`src/rtl/pcie_rx_tlp_buffer.sv`:
```
// ---------------------------------------------------------------------------
// pcie_rx_tlp_buffer
//
// Purpose:
//   Receive-side TLP buffer for the PCIe Transaction Layer.
//   - Entries from the Data Link Layer are accepted without backpressure,
//     because the link is credit-based.
//   - Entries are held in a circular buffer and presented to the TL consumer
//     through a valid/ready handshake.
//   - Freed entries are returned to the link partner as cumulative header
//     credits. Each return is an UpdateFC request with a request/ack
//     handshake.
//
// Optional build macro:
//   PCIE_RX_FC_TIMER_EN - adds an idle timer that forces an UpdateFC when a
//   small number of freed credits sits unreported for FC_TIMER_CYCLES cycles.
//   Without it, only the FC_UPDATE_THRESH threshold triggers updates.
//   The ports are identical in both builds.
//
// Ports:
//   clk             clock
//   rst_n           asynchronous active-low reset
//   rx_valid_i      DLL delivers one entry this cycle
//   rx_data_i       entry payload
//   tlp_valid_o     buffer non-empty
//   tlp_data_o      head entry (zero while empty)
//   tlp_ready_i     consumer accepts the head entry
//   count_o         current occupancy
//   overflow_o      sticky credit-violation flag (cleared only by reset)
//   fc_update_o     UpdateFC request
//   fc_allocated_o  cumulative credits allocated, mod 256
//   fc_update_ack_i DLL has consumed the request
// ---------------------------------------------------------------------------
module pcie_rx_tlp_buffer #(
  parameter int DEPTH_LG2        = 4,
  parameter int DATA_WIDTH       = 224,
  parameter int FC_UPDATE_THRESH = 4,
  parameter int FC_TIMER_CYCLES  = 64
) (
  input  logic                  clk,
  input  logic                  rst_n,
  input  logic                  rx_valid_i,
  input  logic [DATA_WIDTH-1:0] rx_data_i,
  output logic                  tlp_valid_o,
  output logic [DATA_WIDTH-1:0] tlp_data_o,
  input  logic                  tlp_ready_i,
  output logic [DEPTH_LG2:0]    count_o,
  output logic                  overflow_o,
  output logic                  fc_update_o,
  output logic [7:0]            fc_allocated_o,
  input  logic                  fc_update_ack_i
);

  localparam int FIFO_DEPTH = 1 << DEPTH_LG2;
  localparam int PW         = DEPTH_LG2 + 1;
  localparam logic [PW-1:0] THRESH_W = PW'(FC_UPDATE_THRESH);

  typedef enum logic [1:0] {ST_INIT, ST_IDLE, ST_REQ} fc_state_t;

  logic [DATA_WIDTH-1:0] r_mem [FIFO_DEPTH];
  logic [PW-1:0]         r_wrptr, r_rdptr;
  logic [PW-1:0]         w_wrptr_next, w_rdptr_next;
  logic                  r_full, r_empty, r_overflow;
  logic                  w_push, w_drop, w_pop;

  fc_state_t             r_state, w_state_next;
  logic [7:0]            r_alloc;
  logic [PW-1:0]         r_freed;
  logic                  w_fc_update, w_fc_trigger, w_timer_hit;

  // A simultaneous pop never rescues a push: full is the value registered at
  // the start of the cycle.
  assign w_push       = rx_valid_i & ~r_full;
  assign w_drop       = rx_valid_i & r_full;
  assign w_pop        = ~r_empty & tlp_ready_i;
  assign w_wrptr_next = r_wrptr + PW'(w_push);
  assign w_rdptr_next = r_rdptr + PW'(w_pop);

  // Storage is not reset; reset only discards the contents by clearing the pointers.
  always_ff @(posedge clk) begin
    if (w_push) begin
      r_mem[r_wrptr[DEPTH_LG2-1:0]] <= rx_data_i;
    end
  end

  always_ff @(posedge clk or negedge rst_n) begin
    if (!rst_n) begin
      r_wrptr    <= '0;
      r_rdptr    <= '0;
      r_empty    <= 1'b1;
      r_full     <= 1'b0;
      r_overflow <= 1'b0;
    end else begin
      r_wrptr    <= w_wrptr_next;
      r_rdptr    <= w_rdptr_next;
      r_empty    <= (w_wrptr_next == w_rdptr_next);
      r_full     <= (w_wrptr_next[PW-1] != w_rdptr_next[PW-1]) &&
                    (w_wrptr_next[PW-2:0] == w_rdptr_next[PW-2:0]);
      if (w_drop) begin
        r_overflow <= 1'b1;
      end
    end
  end

  assign tlp_valid_o = ~r_empty;
  // Masked while empty so that stale or uninitialised storage never shows.
  assign tlp_data_o  = r_empty ? '0 : r_mem[r_rdptr[DEPTH_LG2-1:0]];
  assign count_o     = r_wrptr - r_rdptr;
  assign overflow_o  = r_overflow;

`ifdef PCIE_RX_FC_TIMER_EN
  // The timer runs only while a few credits are pending below the threshold.
  // It is cleared on a hit so that it restarts from zero after the next
  // return to IDLE.
  localparam logic [15:0] TIMER_LAST = 16'(FC_TIMER_CYCLES - 1);
  logic [15:0] r_timer;
  logic        w_timer_run;

  assign w_timer_run = (r_state == ST_IDLE) && (r_freed != '0) && (r_freed < THRESH_W);
  assign w_timer_hit = w_timer_run && (r_timer == TIMER_LAST);

  always_ff @(posedge clk or negedge rst_n) begin
    if (!rst_n) begin
      r_timer <= '0;
    end else if (w_timer_run && !w_timer_hit) begin
      r_timer <= r_timer + 16'd1;
    end else begin
      r_timer <= '0;
    end
  end
`else
  // No timer in this build. FC_TIMER_CYCLES only matters when the timer is
  // enabled, and this comparison is always false.
  assign w_timer_hit = (FC_TIMER_CYCLES < 0);
`endif

  assign w_fc_trigger = (r_state == ST_IDLE) && ((r_freed >= THRESH_W) || w_timer_hit);

  always_comb begin
    w_state_next = r_state;
    w_fc_update  = 1'b0;
    case (r_state)
      ST_INIT: begin
        w_fc_update = 1'b1;
        if (fc_update_ack_i) w_state_next = ST_IDLE;
      end
      ST_IDLE: begin
        if (w_fc_trigger) w_state_next = ST_REQ;
      end
      ST_REQ: begin
        w_fc_update = 1'b1;
        if (fc_update_ack_i) w_state_next = ST_IDLE;
      end
      default: begin
        w_state_next = ST_INIT;
      end
    endcase
  end

  always_ff @(posedge clk or negedge rst_n) begin
    if (!rst_n) begin
      r_state <= ST_INIT;
      r_alloc <= 8'(FIFO_DEPTH);
      r_freed <= '0;
    end else begin
      r_state <= w_state_next;
      if (w_fc_trigger) begin
        // The credits are handed off here. A pop in the same cycle starts
        // the next batch.
        r_alloc <= r_alloc + 8'(r_freed);
        r_freed <= PW'(w_pop);
      end else begin
        r_freed <= r_freed + PW'(w_pop);
      end
    end
  end

  assign fc_update_o    = w_fc_update;
  assign fc_allocated_o = r_alloc;

endmodule

```
`config.mk`:
```
export PLATFORM = sky130hd
export DESIGN_NAME = pcie_rx_tlp_buffer
export DESIGN_NICKNAME = d
export VERILOG_FILES = /design/src/rtl/pcie_rx_tlp_buffer.sv
export SDC_FILE = /design/constraint.sdc
export NUM_CORES = 2
export LEC_CHECK = 0
export BUFFER_PORTS_ARGS = -buffer_cell sky130_fd_sc_hd__buf_2
export CAP_MARGIN = 30
export CORE_MARGIN = 1.5
export CORE_UTILIZATION = 25
export CTS_CLUSTER_SIZE = 10
export DETAILED_ROUTE_END_ITERATION = 10
export MAX_ROUTING_LAYER = met4
export SYNTH_ARGS = -nofsm -noshare
export SYNTH_HDL_FRONTEND = slang
export SYNTH_SLANG_ARGS = --single-unit
```
`constraint.sdc`:
```
create_clock -name clk -period 16.5 [get_ports clk]
set_input_delay 0 -clock clk [delete_from_list [all_inputs] [get_ports clk]]
set_output_delay 0 -clock clk [all_outputs]
set_load 0.1 [all_outputs]
```
==> reports/metrics.cfg <==
[yosys]
synth_cell_types=39
synth_edf_count=3584
synth_ff_type=edfxtp_1
synth_top_area_share_pct=78.6
yosys.area.top_type=edfxtp_1
syn_area_mm2=0.137
ys_seq_area_share_pct=79.1
synth.area.top_cells=edfxtp_1, mux4_2, mux2i_1
synthCells=5616
synthArstFlopShare_pct=0.775
syn_nets=5862
ys_warn_count=0
avgSynthCellArea_um2=24.4
synth-seq-cells=3612

[floorplanning]
start_util_pct=25.1
rows=271
io_pins=469
die_w_um=743
fp.dieArea_mm2=0.552
core_mm2=0.545
die_h_um=743

[global_routing]
overflow=0
grt_pass1_wl_um=484000
grt_max_degree=151
antenna_found_initial=73
track_usage_pct=12.2
grt_pass1_vias=68089

[placed_design]
hpwl_um=174000
io_buffers=468
gp_congestion=0.721

[drt]
routed_wl_um=340000
wl_per_cell_um=24.0
drc=0
drt_iter0_markers=5422
vias_per_cell=4.52
dr_total_vias=64174
postRouteAntennaNets=0
first_pass_iters=7

[sta]
finalCritPeriodShare_pct=39.9
grt_setup_unrepaired=no
maxSlewViolCount=0
worst_pin_slew_ns=1.16
period_minus_slack_ns=6.58
finalSetupViolCount=0
slew_headroom_pct=22.4
clock.fmax_ghz=0.152
fin_setup_tns_ns=0
hold_violations=0
clock_skew_ns=0.0719

[power]
fin_total_pwr_uw=33000
power_leakage_uw=0.0523
ir_worst_vdd_mv=0.341
power_density_mw_per_mm2=201

[clock_tree]
clock_sinks=3612
cts-root-buf=clkbuf_16
cts_tree=yes
clock_latency_ns=0.98
post_cts_resized=0
post_cts_buffers=0
clk_pin_slew_ns=0.05
cts_inserted_buffers=411
cts_max_path_buffers=4
cts.htree.levels=5

[finish]
layout_common_cells=edfxtp_1, mux4_2, buf_2
drive_above_1_share_pct=29.0
final_nets=7056
final_util_pct=30.2
area_delta_synth_final_pct=20.2
nFillCells=52090
final_common_cell=edfxtp_1

[worst_setup_path]
cp_cell_sequence=buf_12, buf_4, buf_4, buf_4, mux4_2, mux2i_1, o22ai_1, buf_2
cp-start-kind=flop
critPathSlowestCell=dfrtp_4
crit_buf_inv=5
cp_max_fo=96
setup.worst_path.end_class=output port
cp_top_family=buffers and inverters
critPathRequiredTime_ns=16.50
arrival_ns=6.58
critical-path-max-stage-delay_ns=1.03
critical_path_class=flop to output port
cpMostUsedCell=buf_4

[hold_path]
hold_path_class=primary input to flop

[job]
cap_violations=0

[outcome]
status=finished clean

## cell usage after synthesis, types with 2 or more instances
cell type,count
a21o_1,4
a21oi_1,3
buf_1,40
buf_2,124
buf_6,50
clkbuf_1,85
dfrtp_1,26
dfstp_2,2
edfxtp_1,3584
fa_1,2
ha_1,15
inv_1,17
mux2i_1,448
mux4_2,896
nand2_1,16
nand2b_1,2
nand3_1,7
nand3b_1,2
nor2_1,17
nor2b_1,6
nor3_1,4
o21ai_0,4
o22ai_1,225
xnor2_1,10
xor2_1,13
## where the power goes
| part | internal, uW | leakage (uW) | total [uW] | switching, uW |
|---|---|---|---|---|
| registers | 11100 | 0.0327 | 11400 | 267 |
| logic | 3700 | 0.0141 | 13600 | 9920 |
| clock network | 4570 | 0.00552 | 8040 | 3470 |
| total | 19400 | 0.0523 | 33000 | 13700 |
## layout make-up
| class | count | area [um^2] | share of cell area (%) |
|---|---|---|---|
| antenna | 53 | 133 | 0.0806 |
| multi-input combinational | 1686 | 27000 | 16.4 |
| tap | 7234 | 9050 | 5.50 |
| clock inverter | 50 | 885 | 0.537 |
| timing repair buffer | 1081 | 8540 | 5.19 |
| inverter | 18 | 75.1 | 0.0456 |
| sequential | 3612 | 108000 | 65.8 |
| clock buffer | 456 | 10500 | 6.40 |
## metrics by stage
| step | instance area (um^2) | instances | hold WS, ns | worst slack [ns] |
|---|---|---|---|---|
| detailed placement | 148000 | 13167 | 0.0575 | 10.84 |
| floorplan | 137000 | 5616 | -0.296 | 5.29 |
| global placement | 148000 | 13165 | 0.0451 | 10.90 |
| global route | 165000 | 14187 | 0.0708 | 9.42 |
| CTS | 164000 | 14130 | 0.0213 | 9.69 |
| finish | 165000 | 14190 | 0.152 | 9.92 |
## path summary, 6_finish.rpt
check	from	to	slack (ns)	cells after the start
max	r_rdptr[1]	tlp_data_o[149]	9.92	8
min	rx_data_i[156]	r_mem[5][156]	0.15	2
max reg2reg	r_full	r_mem[4][147]	11.42	7
min reg2reg	overflow_o	overflow_o	0.47	1
max in group asynchronous	rst_n	r_empty	15.70	5
min in group asynchronous	rst_n	r_state[1]	0.57	5
## cells by family (layout without fill, tap and decap cells)
family,after synthesis,count (layout),synth area share [%]
flip-flops,3612,3612,79.1
multiplexers,1344,1344,18.0
buffers and inverters,318,1605,1.26
AO/OA/AOI/OAI,242,242,1.11
AND/OR/NAND/NOR,60,60,0.208
XOR/XNOR,23,23,0.147
adder cells (fa/ha/maj),17,17,0.166
other,0,53,0
## state kept, by name (all words and copies together) (netlist names)
signal	count
r_full	1
r_empty	1
r_freed	5
fc_allocated_o	8
overflow_o	1
r_wrptr	5
r_state	2
r_rdptr	5
r_mem	3584
## metal layers
layer  global-route usage, %  vias to the layer above  part of all wire, %
met2                    20.2                     2134                   50
met4                    3.31                        0                  2.7
met1                    15.4                    34968                   41
met3                    2.46                      533                  6.5
li1                        -                    26539                    -
met5                       -                        -                    0
## what timing repair did
action                     in CTS  in global routing
hold buffers                  457                  0
setup endpoints to repair       0                  0
hold endpoints to repair     3725                  0
Power figures use the tool's default switching activity.
